**src/rtl/pipe_defs.sv**
```systemverilog
// Shared pipeline definitions for the forwarding/hazard logic:
// latency classes, forward-select encoding and select-width helper.
package pipe_defs;

    localparam int unsigned LAT_ALU  = 0;
    localparam int unsigned LAT_LOAD = 1;
    localparam int unsigned FWD_RF   = 0;

    // Select width covering "register file" plus one code per forwardable slot
    function automatic int unsigned sel_w(input int unsigned depth);
        return $clog2(depth + 1);
    endfunction

endpackage

```
**src/rtl/fwd_match_lane.sv**
```systemverilog
// One source operand's hazard lane: finds the youngest in-flight writer of rs
// and reports its forward select and whether its result is not yet available.
module fwd_match_lane
    import pipe_defs::*;
#(
    parameter int unsigned DEPTH  = 3,
    parameter int unsigned REG_AW = 5,
    parameter int unsigned LAT_W  = 2,
    parameter int unsigned SEL_W  = 2
) (
    input  logic [REG_AW-1:0]       rs_i,
    input  logic                    used_i,
    input  logic [DEPTH-1:0]        slot_valid_i,
    input  logic [DEPTH*REG_AW-1:0] slot_rd_i,
    input  logic [DEPTH*LAT_W-1:0]  slot_lat_i,
    output logic [SEL_W-1:0]        sel_next_o,
    output logic                    not_ready_o
);

    // Scan oldest to youngest so the youngest matching slot has the last word
    always_comb begin
        sel_next_o  = SEL_W'(FWD_RF);
        not_ready_o = 1'b0;
        for (int j = int'(DEPTH) - 1; j >= 0; j--) begin
            if (used_i && (rs_i != '0) && slot_valid_i[j] &&
                (slot_rd_i[j*REG_AW +: REG_AW] == rs_i)) begin
                sel_next_o  = SEL_W'(j + 1);
                not_ready_o = (32'(j) + 32'd1) <= 32'(slot_lat_i[j*LAT_W +: LAT_W]);
            end
        end
    end

endmodule

```
**src/rtl/fwd_scoreboard.sv**
```systemverilog
// Forwarding/hazard scoreboard: DEPTH-slot shift of in-flight writers, load-use stall
// and registered per-operand forward selects. FWD_STALL_CNT_EN adds a stall counter.
module fwd_scoreboard
    import pipe_defs::*;
#(
    parameter  int unsigned NUM_RS = 2,
    parameter  int unsigned DEPTH  = 3,
    parameter  int unsigned REG_AW = 5,
    parameter  int unsigned LAT_W  = 2,
    localparam int unsigned SEL_W  = sel_w(DEPTH)
) (
    input  logic                     clk_i,
    input  logic                     rst_i,
    input  logic                     id_valid_i,
    input  logic [NUM_RS*REG_AW-1:0] id_rs_i,
    input  logic [NUM_RS-1:0]        id_rs_used_i,
    input  logic [REG_AW-1:0]        id_rd_i,
    input  logic                     id_write_reg_i,
    input  logic [LAT_W-1:0]         id_lat_i,
    input  logic                     flush_i,
    output logic                     stall_o,
    output logic [NUM_RS*SEL_W-1:0]  fwd_sel_o,
    output logic [31:0]              stall_cnt_o
);

    logic [DEPTH-1:0]        slot_valid_q, slot_valid_d;
    logic [DEPTH*REG_AW-1:0] slot_rd_q,    slot_rd_d;
    logic [DEPTH*LAT_W-1:0]  slot_lat_q,   slot_lat_d;
    logic [NUM_RS*SEL_W-1:0] fwd_sel_q,    fwd_sel_d;

    logic [SEL_W-1:0] lane_sel       [NUM_RS];
    logic             lane_not_ready [NUM_RS];
    logic             issue;

    for (genvar n = 0; n < NUM_RS; n++) begin : g_lane
        fwd_match_lane #(
            .DEPTH  (DEPTH),
            .REG_AW (REG_AW),
            .LAT_W  (LAT_W),
            .SEL_W  (SEL_W)
        ) u_lane (
            .rs_i         (id_rs_i[n*REG_AW +: REG_AW]),
            .used_i       (id_rs_used_i[n]),
            .slot_valid_i (slot_valid_q),
            .slot_rd_i    (slot_rd_q),
            .slot_lat_i   (slot_lat_q),
            .sel_next_o   (lane_sel[n]),
            .not_ready_o  (lane_not_ready[n])
        );
    end

    // Any operand waiting on an unfinished producer stalls; a flush overrides it
    always_comb begin
        stall_o = 1'b0;
        for (int n = 0; n < int'(NUM_RS); n++) begin
            stall_o = stall_o | lane_not_ready[n];
        end
        stall_o = stall_o && id_valid_i && !flush_i;
    end

    assign issue = id_valid_i && !stall_o && !flush_i;

    // Age every slot by one stage; slot0 takes the issuing instruction or a bubble
    always_comb begin
        slot_valid_d = '0;
        slot_rd_d    = '0;
        slot_lat_d   = '0;
        slot_valid_d[0]          = issue && id_write_reg_i && (id_rd_i != '0);
        slot_rd_d[REG_AW-1:0]    = id_rd_i;
        slot_lat_d[LAT_W-1:0]    = id_lat_i;
        for (int j = 1; j < int'(DEPTH); j++) begin
            slot_valid_d[j]                  = slot_valid_q[j-1];
            slot_rd_d[j*REG_AW +: REG_AW]    = slot_rd_q[(j-1)*REG_AW +: REG_AW];
            slot_lat_d[j*LAT_W +: LAT_W]     = slot_lat_q[(j-1)*LAT_W +: LAT_W];
        end
    end

    // Selects only follow an instruction that actually moves into EX
    always_comb begin
        fwd_sel_d = '0;
        if (issue) begin
            for (int n = 0; n < int'(NUM_RS); n++) begin
                fwd_sel_d[n*SEL_W +: SEL_W] = lane_sel[n];
            end
        end
    end

    always_ff @(posedge clk_i) begin
        if (rst_i) begin
            slot_valid_q <= '0;
            slot_rd_q    <= '0;
            slot_lat_q   <= '0;
            fwd_sel_q    <= '0;
        end else begin
            slot_valid_q <= slot_valid_d;
            slot_rd_q    <= slot_rd_d;
            slot_lat_q   <= slot_lat_d;
            fwd_sel_q    <= fwd_sel_d;
        end
    end

    assign fwd_sel_o = fwd_sel_q;

`ifdef FWD_STALL_CNT_EN
    logic [31:0] stall_cnt_q, stall_cnt_d;

    // Saturating count of stalled cycles
    always_comb begin
        stall_cnt_d = stall_cnt_q;
        if (stall_o && (stall_cnt_q != '1)) begin
            stall_cnt_d = stall_cnt_q + 32'd1;
        end
    end

    always_ff @(posedge clk_i) begin
        if (rst_i) begin
            stall_cnt_q <= '0;
        end else begin
            stall_cnt_q <= stall_cnt_d;
        end
    end

    assign stall_cnt_o = stall_cnt_q;
`else
    assign stall_cnt_o = 32'd0;
`endif

endmodule
```
**config.mk**
```make
export PLATFORM = sky130hd
export DESIGN_NAME = fwd_scoreboard
export DESIGN_NICKNAME = d
export VERILOG_FILES = /design/src/rtl/pipe_defs.sv /design/src/rtl/fwd_match_lane.sv /design/src/rtl/fwd_scoreboard.sv
export SDC_FILE = /design/constraint.sdc
export NUM_CORES = 1
export LEC_CHECK = 0
export ABC_AREA = 1
export BUFFER_PORTS_ARGS = -buffer_cell sky130_fd_sc_hd__clkbuf_2
export CORE_MARGIN = 10
export CORE_UTILIZATION = 44
export DETAILED_ROUTE_END_ITERATION = 6
export GPL_TIMING_DRIVEN = 0
export PLACE_DENSITY = 0.8
export SYNTH_ARGS = -nofsm -noshare
export SYNTH_HDL_FRONTEND = slang
export SYNTH_SLANG_ARGS = --single-unit
```
**constraint.sdc**
```tcl
create_clock -name clk_i -period 2.2 [get_ports clk_i]
set_input_delay 0.66 -clock clk_i [delete_from_list [all_inputs] [get_ports clk_i]]
set_output_delay 0.66 -clock clk_i [all_outputs]
set_load 0.02 [all_outputs]
```
* After elaboration in Yosys (flattened, before gate mapping) *
Cells that the tools add are included.

operators by class
  $lt $le $gt $ge = 3
  equality and inequality tests = 6
  multiplexer cells = 12
  bitwise gates (word level) = 2
  reductions and logical operators = 28

operator list
  operator              count
  $eq A5 B5 Y1          6
  $logic_and A1 B1 Y1   20
  $reduce_bool A5 Y1    3
  $mux W1               8
  $mux W2               4
  $reduce_or A3 Y1      2
  $le A2 B2 Y1 const A  2
  $le A1 B2 Y1 const A  1
  $logic_not A1 Y1      2
  $reduce_or A2 Y1      1
  $not A1 Y1            1
  $or A1 B1 Y1          1

word-level totals
  register bits = 28
  input bits = 24
  output and inout port bits = 37
  logic and storage cells = 57

* Depth between registers and ports, before layout *
Gate-level depths: netlist of the first run.

  depth after elaboration = 15
  depth in mapped cells = 14
  gate-level depth less buffers = 14

* Modules after synthesis *
A second synthesis of the first run with hierarchy kept.

unflattened totals
  cell total of the unflattened synthesis = 290
  area total of the unflattened synthesis = 1843.0 um^2

by module, submodules not included
  module          instances  cells an instance  area an instance (um^2)  seq. area each (um^2)
  fwd_scoreboard  1          128                1092.3                   560.5
  fwd_match_lane  2          81                 375.4                    0.0

* Worst setup path after synthesis of the first run *
Ideal clock, no wire load.

  path type = in2out
  start = input id_rs_i[4]
  end = output stall_o
  data arrival time = 1.610 ns
  data required time = 1.540 ns
  slack = -0.070 ns
  stages on the path = 10
  buffers on the path = 0
  path through = xor2_1 -> nor3_1 -> nand2_1 -> nand2_1 -> nand2_1 -> nand2_1 -> nand2_1 -> nand2_1 -> nand2_1 -> inv_1

between the ends
  cells in the longest elaborated chain, start to end = 10
  elaborated cells on any way between the ends = 17
  classes of those cells = eq/ne (3); mux (3); bitwise (1); reduce/logical (10)

ends and longest elaborated chain
  item                                 RTL line              RTL
  start, declared                      fwd_scoreboard.sv:15  input logic [NUM_RS*REG_AW-1:0] id_rs_i,
  $reduce_bool A5 Y1                   fwd_match_lane.sv:25  if (used_i && (rs_i != '0) && slot_valid_i[j] &&
  $logic_and A1 B1 Y1 (3 in series)    fwd_match_lane.sv:25
  $mux W1 (2 in series)                fwd_match_lane.sv:25
  $mux W1 *                            fwd_match_lane.sv:25
  $or A1 B1 Y1 *                       fwd_scoreboard.sv:56  stall_o = stall_o | lane_not_ready[n];
  $logic_and A1 B1 Y1 * (2 in series)  fwd_scoreboard.sv:58  stall_o = stall_o && id_valid_i && !flush_i;
  end, declared                        fwd_scoreboard.sv:21  output logic stall_o,

Mark *: on every way between the ends. The rest lies on a longest branch, timed or not.

* Worst setup path after layout of the first run *
  start = input id_rs_i[6]
  end = output stall_o

Same word-level chain as after synthesis.

==> key figures, run 1 <==
Outcome
  – Status: finished, violations left
  – Failing checks: negative setup slack

Logic synthesis
  – Syn. warnings: 0
  – Synthesized flop and latch total: 28
  – Synth Cell Area: 1680 µm²
  – Sequential area share after synthesis: 33.3%
  – Instance count of the mapped netlist: 259
  – Count of cell types in the netlist: 23
  – Syn_area_per_cell: 6.50 µm²

Detailed routing
  – Drc violations: 0
  – Vias: 1,805
  – ANT nets after route: 0
  – Drt pass-1 iters: 4
  – Initial DRC Count: 204
  – Vias per cell: 4.56
  – Wirelength per Cell: 12.8 µm
  – Final WL: 5070 µm

Critical path
  – Worst R2R Setup Slack: 0.12 ns
  – Worst path cell trace: clkbuf_2, inv_2, o22ai_1, nor2_1, nand3_2, nand2_1, nand2_1, nand2_1, nand2_2, nand2_1, nand2_1, inv_2, buf_8
  – Family with the most delay on the worst path: simple AND/OR/NAND/NOR gates
  – Reg2Reg Depth: 17
  – Critical Path Source Type: primary input
  – Crit path launch: id_rs_i[6]
  – CP most frequent cell: nand2_1
  – CP Buf/Inv Count: 4
  – Max FO, Critical Path: 4
  – Endpoint type of the worst setup path: output pin
  – RR Startpoint: slot_rd_q[8]
  – CP max stage delay: 0.21 ns
  – CP max-delay cell: nor2_1
  – Worst Path Required: 1.54 ns
  – Worst Path Arrival: 1.84 ns
  – End of the worst register-to-register path: fwd_sel_o[0]
  – CP Class: in2out

Power and ir drop
  – IR drop worst, VDD: 0.441 mV
  – Clock Power Share: 28.9%
  – Sw Share: 28.9%
  – Combinational share of power: 22.7%
  – Power Internal: 0.787 mW
  – Leakage power: 1.32 nW
  – P_sw: 0.320 mW
  – Pwr/cell area: 448 nW/µm²
  – Sequential share of power: 48.4%

CTS
  – CTS clk-pin slew, worst paths: 0.09 ns
  – Clock Sinks: 28
  – Bufs on Longest Clock Path: 2
  – Later-pin clock latency in the skew report: 0.28 ns
  – CTS Buf Count: 3
  – CTS tree: done
  – Root Buffer: clkbuf_8
  – H-tree depth: 1
  – CTS hold repair buffers: 0

Min path
  – Hold path depth: 2
  – Min-delay worst type: reg2reg
  – Hold Crit Start: slot_lat_q[1]
  – Hold path endpoint: slot_lat_q[3]

Floorplanning
  – Starting Density: 45.7%
  – Die Height: 81.9 µm
  – Die span in x: 81.9 µm
  – # IOs: 61
  – CORE AREA: 3690 µm²
  – Rows: 22
  – Full die area: 6700 µm²

Timing
  – Fin Setup TNS: -0.303 ns
  – Final hold vios: 0
  – Worst Hold Slack: 0.422 ns
  – Post-route clock period utilization: 114%
  – Clock skew: 0.00125 ns
  – Slew headroom: 67.0%
  – Max Freq: 0.400 GHz
  – Unrepaired setup endpoints after global routing: yes
  – Slew Viols, Final: 0
  – PnR worst setup slack: -0.303 ns
  – # setup viols final: 1
  – Crit path time final: 2.50 ns
  – Worst-margin pin slew: 0.492 ns

Global routing
  – Vias in the first global route: 1,738
  – GRT Util Overall: 14.8%
  – Aggregate global routing overflow: 0
  – Initial antenna violation count: 0
  – Largest net degree at the start of global routing: 16
  – First-pass GRT wire length: 7790 µm

Finish
  – Layout Cells excl Fill: 396
  – Ratio of cells with drive above 1 in the final layout: 35.1%
  – Area Overhead vs Synth: 46.8%
  – Antenna diodes: 0
  – Fill cells: 308
  – Commonest cells after routing, fill and taps aside: nand2_1, buf_4, nor2_1
  – Most common cell after layout, fill and taps aside: nand2_1
  – NumNets Final: 373

Placement
  – IO buf count: 28
  – Cells after DPL: 366
  – GP Congestion: 0.949
  – Placed wire-length estimate: 3570 µm

Job
  – MaxCap Viol Count: 0
## how the worst max path moves through the flow
stage,end,slack [ns],cells after the start
global placement,stall_o,-0.44,12
CTS,stall_o,-0.25,13
floorplan,stall_o,0.004,10
detailed placement,stall_o,-0.48,12
global route,stall_o,-0.41,13
finish,stall_o,-0.30,13
## worst min-delay path: stages, from the launching register on
cell,delay [ns]
dfxtp_1,0.32
inv_1,0.04
nor2_1,0.03
## layer usage
metal	GRT usage, %	share of wire (%)
met3	4.04	12
met4	6.63	3.5
met1	15.4	35
met2	27.0	50
met5	0	0
## stage by stage
step	worst slack, ns	power, mW	utilization, %	area [µm²]
after floorplan	0.00450	0.707	-	1800
after global routing	-0.410	1.16	67.0	2470
after detailed placement	-0.482	0.761	54.3	2000
after CTS	-0.253	1.09	66.6	2450
final	-0.303	1.11	67.0	2470
after global placement	-0.438	0.757	54.3	2000
## kinds of logic (layout without fill, tap and decap cells)
group,Yosys count,count (layout),share of synthesized area (%)
flops,28,28,33.3
buf+inv,81,139,25.2
simple gates,126,126,32.3
other cells,1,32,0.223
xor+xnor,8,8,4.16
compound gates,15,15,4.83
## synth_stat cells, drive strengths merged
master	n	share of area, %
o21ai	4	1.2
o211ai	1	0.45
a31oi	1	0.37
dfxtp	28	33
clkinv	1	0.22
nor3b	1	0.45
nand3	10	4.0
inv	46	10
buf	32	14
clkbuf	2	0.45
nand4	10	3.7
nor3	4	1.5
nor2	40	8.9
xor2	8	4.2
conb	1	0.22
nand2	61	14
o22ai	2	0.74
a21oi	7	2.1
## cell type report
cell class	instances	area, µm²	area share (%)
multi-input cells	181	875	35.4
flip-flops and latches	28	563	22.8
repair buffers	54	494	20.0
plain buffers	34	248	10.0
inverters	47	178	7.19
well taps	48	60.1	2.43
clock buffers	4	55.1	2.23
## repair_timing
item | in CTS | in global routing
buffers inserted | 29 | 2
pin swaps | 21 | 12
resized for setup | 42 | 19
setup endpoints to repair | 1 | 5
cloned | 0 | 0
## power by group through the flow
stage                     clock, mW  combinational, mW  sequential, mW
after floorplan                   0              0.164           0.543
after global placement            0              0.211           0.546
after detailed placement          0              0.215           0.546
after CTS                     0.323              0.236           0.535
after global routing          0.347              0.275           0.538
final                         0.320              0.252           0.536
## flip-flops by register name, summed over array words and instances, names as in the netlist
| signal | cells |
|---|---|
| slot_lat_q | 6 |
| slot_valid_q | 3 |
| slot_rd_q | 15 |
| fwd_sel_o | 4 |
No activity file was read; power rests on OpenSTA's default activity.
==> run 2, diff against run 1 <==
--- a/config.mk
+++ b/config.mk
@@ -10,7 +10,9 @@
 export CORE_MARGIN = 10
 export CORE_UTILIZATION = 44
+export CTS_BUF_LIST = sky130_fd_sc_hd__clkbuf_8
 export DETAILED_ROUTE_END_ITERATION = 6
 export GPL_TIMING_DRIVEN = 0
 export PLACE_DENSITY = 0.8
+export REMOVE_ABC_BUFFERS = 1
 export SYNTH_ARGS = -nofsm -noshare
 export SYNTH_HDL_FRONTEND = slang
==> constraint.sdc (replaced) <==
create_clock -name clk_i -period 2.2 [get_ports clk_i]
set_input_delay 0.66 -clock clk_i [delete_from_list [all_inputs] [get_ports clk_i]]
set_output_delay 0.66 -clock clk_i [all_outputs]
set_load 0.05 [all_outputs]
==> key figures, run 2 (synthesis gave the netlist of run 1 again) <==
Outcome
  – Status: finished, violations left
  – Failing checks: negative setup slack

Power and ir drop
  – Power Internal: 0.761 mW (-3.3%)
  – Combinational share of power: 25.8% (+3.1 points)
  – IR drop worst, VDD: 0.457 mV (+3.6%)
  – Sw Share: 35.2% (+6.3 points)
  – P_sw: 0.414 mW (+29%)
  – Sequential share of power: 45.7% (-2.7 points)
  – Pwr/cell area: 493 nW/µm² (+10%)
  – Clock Power Share: 28.5% (-0.4 points)
  – Leakage power: 1.19 nW (-10%)

Detailed routing
  – Vias: 1,777 (-1.6%)
  – ANT nets after route: 0 (unchanged)
  – Drc violations: 0 (unchanged)
  – Vias per cell: 4.80 (+5.4%)
  – Final WL: 5540 µm (+9.4%)
  – Wirelength per Cell: 15.0 µm (+17%)
  – Drt pass-1 iters: 5 (+1)
  – Initial DRC Count: 156 (-24%)

Finish
  – NumNets Final: 347 (-7.0%)
  – Multi-input gate area: 968 µm² (+11%)
  – Fill cells: 320 (+3.9%)
  – Commonest cells after routing, fill and taps aside: nand2_1, inv_1, nor2_1
  – Reg with most FFs: slot_rd_q
  – Most common cell after layout, fill and taps aside: nand2_1
  – Antenna diodes: 0 (unchanged)
  – Storage cell area: 562 µm² (-0.22%)
  – Max FFs per register: 15 (unchanged)
  – Ratio of cells with drive above 1 in the final layout: 35.1% (+0.036 points)
  – Area Overhead vs Synth: 41.4%
  – Final Util: 64.6% (-2.5 points)

CTS
  – CTS tree: done
  – Root Buffer: clkbuf_8
  – H-tree depth: 1 (unchanged)
  – Bufs on Longest Clock Path: 2 (unchanged)
  – CTS hold repair buffers: 0 (unchanged)
  – CTS clk-pin slew, worst paths: 0.10 ns (about the same)
  – Later-pin clock latency in the skew report: 0.29 ns (about the same)
  – CTS Buf Count: 3 (unchanged)
  – Clock Sinks: 28 (unchanged)

Timing
  – # setup viols final: 3 (+2)
  – PnR worst setup slack: -0.390 ns (-0.0874 ns)
  – Slew headroom: 64.2% (-2.8 points)
  – Unrepaired setup endpoints after global routing: yes
  – Crit path time final: 2.59 ns (+0.0874 ns)
  – Slew Viols, Final: 0 (unchanged)
  – Post-route clock period utilization: 118% (+4.0 points)
  – Final hold vios: 0 (unchanged)
  – Max Freq: 0.386 GHz (-3.4%)
  – Clock skew: 0.00396 ns (+0.00271 ns)
  – Worst-margin pin slew: 0.536 ns (+0.0440 ns)

Global routing
  – Aggregate global routing overflow: 0 (unchanged)
  – GRT Max-Usage Layer: met2
  – Met2 usage: 26.3% (-0.71 points)
  – GR met3 Demand/Resource: 4.37% (+0.33 points)
  – Vias in the first global route: 1,738 (unchanged)
  – Initial antenna violation count: 0 (unchanged)
  – Met1 global-route usage: 15.3% (-0.14 points)
  – First-pass GRT wire length: 7810 µm (+0.26%)
  – GRT Util Overall: 14.8% (+0.041 points)
  – Largest net degree at the start of global routing: 25 (+9)

Critical path
  – RR Startpoint: slot_rd_q[4]
  – CP Class: in2reg
  – Max FO, Critical Path: 6 (+2)
  – Crit path launch: id_rs_i[7]
  – Endpoint type of the worst setup path: flip-flop
  – Worst Path Required: 2.39 ns (+0.85 ns)
  – Worst Path Arrival: 2.78 ns (+0.94 ns)
  – Critical Path Source Type: primary input

Floorplanning
  – Die span in x: 81.9 µm (unchanged)
  – Rows: 22 (unchanged)
  – Die Height: 81.9 µm (unchanged)
  – CORE AREA: 3690 µm² (unchanged)
  – Starting Density: 45.7% (unchanged)
  – Full die area: 6700 µm² (unchanged)
  – # IOs: 61 (unchanged)

Placement
  – GP Congestion: 0.901 (-5.1%)
  – Post-place setup slack: -0.573 ns (-0.0917 ns)
  – Placed wire-length estimate: 3150 µm (-12%)
  – IO buf count: 28 (unchanged)

Job
  – MaxCap Viol Count: 0 (unchanged)

Min path
  – Min-delay worst type: reg2reg
  – Hold Crit Start: slot_lat_q[1]
run 2: cell count changes in the layout (fill, tap and decap cells not counted), sizes merged:
| cell | before | now |
|---|---|---|
| buf | 61 | 40 |
| clkbuf | 31 | 26 |
| clkinv | 1 | 0 |
| inv | 46 | 47 |
run 2: layer usage:
layer,routed length [µm],vias up
met4,291,0
li1,-,846
met2,2630,103
met5,0,-
met3,538,26
met1,2080,802
run 2: cell type report:
type / instances / share of cell area (%)
Clock buffer: 4 / 2.31
Inverter: 47 / 8.46
Multi-Input combinational cell: 181 / 40.7
Sequential cell: 28 / 23.6
Tap cell: 48 / 2.52
Timing Repair Buffer: 62 / 22.4
run 2: path summary, 6_finish.rpt:
path                   endpoint  slack, ns  cells after the start
setup / recovery   fwd_sel_o[2]      -0.39                     19
hold / removal    slot_lat_q[3]       0.42                      2
setup reg to reg   fwd_sel_o[2]      -0.28                     16
hold reg to reg   slot_lat_q[3]       0.42                      2
run 2: critical path: stages:
cell       delay, ns
clkbuf_16       0.14
nor2_2          0.09
nand3_1         0.09
nand2_2         0.08
inv_4           0.06
nand3_4         0.11
inv_4           0.06
buf_4           0.13
buf_4           0.13
buf_4           0.13
buf_4           0.14
buf_4           0.13
buf_4           0.13
buf_4           0.12
buf_4           0.12
buf_4           0.13
buf_4           0.14
a31oi_4         0.13
nor2_1          0.06
run 2: power by group through the flow:
stage	clock network, mW	registers [mW]	logic (mW)
floorplan	0	0.544	0.186
global placement	0	0.545	0.237
detailed placement	0	0.546	0.238
CTS	0.327	0.534	0.265
global route	0.354	0.540	0.320
finish	0.335	0.537	0.303
run 2: metrics by stage:
step,hold WS [ns],cell area [µm²],total power [mW],TNS [ns],instances
after floorplan,0.388,1550,0.730,-0.240,256
after CTS,0.407,2210,1.13,-0.812,370
after global placement,0.396,1750,0.782,-0.565,332
after global routing,0.464,2380,1.21,-1.25,370
after detailed placement,0.394,1750,0.784,-0.573,332
final,0.424,2380,1.17,-1.10,370
run 2: timing repair:
item / CTS / global route
setup endpoints to repair: 1 / 3
resized for setup: 39 / 54
buffers inserted: 34 / 2
cloned: 0 / 0
pin swaps: 21 / 20
